$ cat src/rtl/serial_word_rx.sv
// Deserialises an en-framed MSB-first bit stream into WIDTH-bit words; word visible 1 cycle after last bit.
// No backpressure: every en=1 edge consumes a bit; dropping en mid-word aborts the frame (frame_err).
// Optional trailing even-parity bit per frame: define SERIAL_WORD_RX_PARITY_EN.
module serial_word_rx #(
    parameter int WIDTH = 8,
    parameter int CNT_W = $clog2(WIDTH + 1)
) (
    input  logic             clk,
    input  logic             rst,
    input  logic             en,
    input  logic             d,
    output logic [WIDTH-1:0] word_out,
    output logic             word_valid,
    output logic             frame_err,
    output logic             parity_err,
    output logic             busy
);

`ifdef SERIAL_WORD_RX_PARITY_EN
    localparam int FRAME = WIDTH + 1;
`else
    localparam int FRAME = WIDTH;
`endif
    // Holds every bit of the frame except the one sampled on the completing edge.
    localparam int SHW = FRAME - 1;

    typedef enum logic {IDLE, SHIFT} state_t;

    state_t           state, state_n;
    logic [CNT_W-1:0] cnt, cnt_n;
    logic [SHW-1:0]   shreg, shreg_n;
    logic [WIDTH-1:0] word_n;
    logic             wv_n, fe_n;
    logic [SHW-1:0]   shreg_shifted;
    logic [WIDTH-1:0] data_done;

    assign shreg_shifted = (shreg << 1) | SHW'(d);

`ifdef SERIAL_WORD_RX_PARITY_EN
    logic pe_q, pe_n;
    assign data_done  = shreg;
    assign parity_err = pe_q;
`else
    assign data_done  = {shreg, d};
    assign parity_err = 1'b0;
`endif

    always_comb begin
        state_n = state;
        cnt_n   = cnt;
        shreg_n = shreg;
        word_n  = word_out;
        wv_n    = 1'b0;
        fe_n    = 1'b0;
`ifdef SERIAL_WORD_RX_PARITY_EN
        pe_n    = 1'b0;
`endif
        case (state)
            IDLE: begin
                if (en) begin
                    shreg_n = shreg_shifted;
                    cnt_n   = CNT_W'(1);
                    state_n = SHIFT;
                end
            end
            SHIFT: begin
                if (!en) begin
                    fe_n    = 1'b1;
                    cnt_n   = '0;
                    state_n = IDLE;
                end else if (cnt == CNT_W'(FRAME - 1)) begin
                    word_n  = data_done;
                    wv_n    = 1'b1;
                    cnt_n   = '0;
                    state_n = IDLE;
`ifdef SERIAL_WORD_RX_PARITY_EN
                    pe_n    = (^shreg) ^ d;
`endif
                end else begin
                    shreg_n = shreg_shifted;
                    cnt_n   = cnt + CNT_W'(1);
                end
            end
            default: state_n = IDLE;
        endcase
    end

    always_ff @(posedge clk) begin
        if (rst) begin
            state      <= IDLE;
            cnt        <= '0;
            shreg      <= '0;
            word_out   <= '0;
            word_valid <= 1'b0;
            frame_err  <= 1'b0;
            busy       <= 1'b0;
`ifdef SERIAL_WORD_RX_PARITY_EN
            pe_q       <= 1'b0;
`endif
        end else begin
            state      <= state_n;
            cnt        <= cnt_n;
            shreg      <= shreg_n;
            word_out   <= word_n;
            word_valid <= wv_n;
            frame_err  <= fe_n;
            busy       <= (cnt_n != '0);
`ifdef SERIAL_WORD_RX_PARITY_EN
            pe_q       <= pe_n;
`endif
        end
    end

endmodule

$ cat config.mk
export PLATFORM = sky130hd
export DESIGN_NAME = serial_word_rx
export DESIGN_NICKNAME = d
export VERILOG_FILES = /design/src/rtl/serial_word_rx.sv
export SDC_FILE = /design/constraint.sdc
export NUM_CORES = 1
export LEC_CHECK = 0
export CAP_MARGIN = 20
export CORE_MARGIN = 5
export CORE_UTILIZATION = 49
export CTS_CLUSTER_SIZE = 40
export DETAILED_ROUTE_END_ITERATION = 8
export PLACE_DENSITY = 0.75
export SLEW_MARGIN = 0
export SYNTH_ARGS = -nofsm -noshare
export SYNTH_HDL_FRONTEND = slang
export SYNTH_SLANG_ARGS = --single-unit
$ cat constraint.sdc
create_clock -name clk -period 1.6 [get_ports clk]
set_clock_uncertainty 0.05 [all_clocks]
set_input_delay 0.24 -clock clk [delete_from_list [all_inputs] [get_ports clk]]
set_output_delay 0.24 -clock clk [all_outputs]
set_load 0.02 [all_outputs]
==> impl_metrics.json <==
{
  "outcome": "finished, final reports clean",
  "synth_ff_type": "dfxtp_1",
  "power.internal_mw": 0.711,
  "p_sw_mw": 0.199,
  "antenna_found_initial": 0,
  "synth_edf_count": 0,
  "dr_total_vias": 677,
  "report.final.slew_viol_count": 0,
  "numPlacedInstances": 132,
  "hold_viol_final": 0,
  "max_clock_freq_mhz": 653,
  "portBuffers": 14,
  "seqCellArea_um2": 463,
  "grt_pass1_vias": 603,
  "worst_setup_path_end_kind": "primary output",
  "syn-num-nets": 97,
  "cp_num_buf_inv": 1,
  "synth_warnings": 0,
  "maxCapViolations": 0,
  "swShare_pct": 21.8,
  "first_pass_iters": 2,
  "p_comb_share_pct": 7.9,
  "boundaryPins": 16,
  "power.density_nw_per_um2": 809,
  "final_cells": 137,
  "syn_inst": 92,
  "cts_tree": "done",
  "critical-path-top-delay-family": "buffers and inverters",
  "gr-usage-met3_pct": 3.42,
  "cts.clk_slew.worst_paths_ps": 110,
  "min_period_ps": 1530,
  "area_growth_pct": 28.3,
  "min_path_type": "reg -> reg",
  "synth_seq_cells": 23,
  "h-tree-depth": 1,
  "cts-root-buf": "clkbuf_4",
  "path_cells": "clkdlybuf4s50_1",
  "cp_max_fo": 2,
  "period_share_pct": 95.6,
  "grt_max_degree": 24,
  "ir_worst_vdd_v": 0.000724,
  "ys_types": 22,
  "synthTopCellsByArea": "dfxtp_1 53%, mux2i_1 8.0%, nor2_1 6.9%, nand3_1 5.1%, a21oi_1 4.6%",
  "gr-total-overflow": 0,
  "rsz0062_at_grt": "false",
  "placed_cell_area_um2": 1060,
  "stdcell_area_um2": 1120,
  "insertion_delay_ps": 290,
  "wire_per_inst_um": 10.9,
  "rows": 15,
  "fin_util_pct": 65.8,
  "fillerInstances": 141,
  "synth_top_area_cell": "dfxtp_1",
  "coreArea_um2": 1710,
  "grt-busiest-layer": "met2",
  "cp.required_ps": 1310,
  "grtUsageMet1_pct": 17.5,
  "place.gp.congestion": 0.746,
  "drive_gt1_share_pct": 16.1,
  "slowest_delay_ps": 600,
  "netlist_area_um2": 876,
  "drt_iter0_drc": 6,
  "die_area_um2": 2730,
  "start_kind": "register",
  "criticalPathCategory": "reg -> out",
  "die_h_um": 52.3,
  "avgSynthCellArea_um2": 9.52,
  "drc": 0,
  "ys_async_sr_fraction_pct": 0,
  "p_clk_share_pct": 27.3,
  "start_util_pct": 51.3,
  "viasPerCell": 4.94,
  "leakagePower_nw": 0.544,
  "setup-violations-final": 0,
  "clock_path_buffers": 2,
  "wirelength_mm": 1.50,
  "drtAntennaViolNets": 0,
  "p_seq_share_pct": 64.9,
  "multi_input_area_um2": 387,
  "cts_made_buffers": 3,
  "die_x_um": 52.3,
  "grt_pass1_wl_mm": 2.67,
  "ys_seq_area_share_pct": 52.6,
  "grt_use_met2_pct": 20.1,
  "crit_slowest_cell": "clkdlybuf4s50_1",
  "grt_usage_pct": 12.9,
  "cp.arrival_ps": 1240,
  "cts_sinks": 23,
  "antenna_cells": 0,
  "synth_top_area_share_pct": 52.6,
  "tns_ps": 0,
  "num-nets-final": 118,
  "dp_hpwl_mm": 1.10
}
[path summary, 6_finish.rpt]
kind / from / endpoint / slack [ps] / cells after the start
setup / recovery: word_out[3] / word_out[3] / 70 / 1
hold / removal: word_out[7] / word_out[7] / 410 / 2
setup reg to reg: cnt[0] / busy / 140 / 5
hold reg to reg: word_out[7] / word_out[7] / 410 / 2
[cells by family after synthesis]
kind of cell / after synthesis / synth area share (%)
simple gates: 39 / 20.7
flops: 23 / 52.6
compound gates: 13 / 9.86
mux: 8 / 9.29
buf+inv: 6 / 4.71
fa+ha+maj: 1 / 1.43
other cells: 1 / 0.428
xor+xnor: 1 / 1.00
[synth_stat cells (all sizes together) (2+ instances only)]
library cell and number:
a21oi 8, a22oi 2, and2 2, buf 3
clkbuf 3, dfxtp 23, mux2i 7, nand2 9
nand3 9, nor2 16
[power groups by stage]
stage / combinational, mW / clock (mW) / sequential, mW
after floorplan: 0.0391 / 0 / 0.604
after global placement: 0.0697 / 0 / 0.601
after detailed placement: 0.0715 / 0 / 0.601
after CTS: 0.0717 / 0.266 / 0.588
after global routing: 0.0784 / 0.290 / 0.592
final: 0.0715 / 0.248 / 0.590
[flip-flops by register name, indices dropped and copies added (netlist names)]
| name | flops |
|---|---|
| state | 1 |
| cnt | 4 |
| frame_err | 1 |
| word_out | 8 |
| word_valid | 1 |
| busy | 1 |
| shreg | 7 |
[routing by layer]
layer / routed length [um] / share of wire [%]
met1: 738 / 49
met2: 705 / 47
met3: 41 / 2.7
met4: 14 / 0.93
met5: 0 / 0
[stage by stage]
stage	setup WS (ps)	power [mW]	hold WS, ps
3_3_place_gp	39.4	0.671	394
5_1_grt	2.35	0.960	446
2_1_floorplan	175	0.643	253
3_5_place_dp	13.2	0.673	398
6_report	69.8	0.909	411
4_1_cts	27.0	0.926	416
[layout make-up]
cell class                 count  area share (%)
clock buffer                   3            2.00
tap                           25            2.78
timing repair buffer          22            19.2
clock inverter                 1           0.445
multi-input combinational     63            34.4
sequential                    23            41.2
[cell usage in the layout, fill, tap and decap left out, drive strengths merged, types with 2 or more instances in the layout]
master,synthesis,final
dfxtp,23,23
nor2,16,16
nand3,9,9
nand2,9,9
a21oi,8,8
clkdlybuf4s50,0,8
buf,3,8
mux2i,7,7
dlymetal6s2s,0,6
clkbuf,3,3
and2,2,2
a22oi,2,2
[what timing repair did]
item / CTS / global route
resized for setup: 0 / 10
endpoints found under the setup margin: 0 / 18
setup buffers: 0 / 1
hold buffers: 0 / 0
endpoints found under the hold margin: 0 / 0
Note: power is estimated with default switching activity, not from simulation.
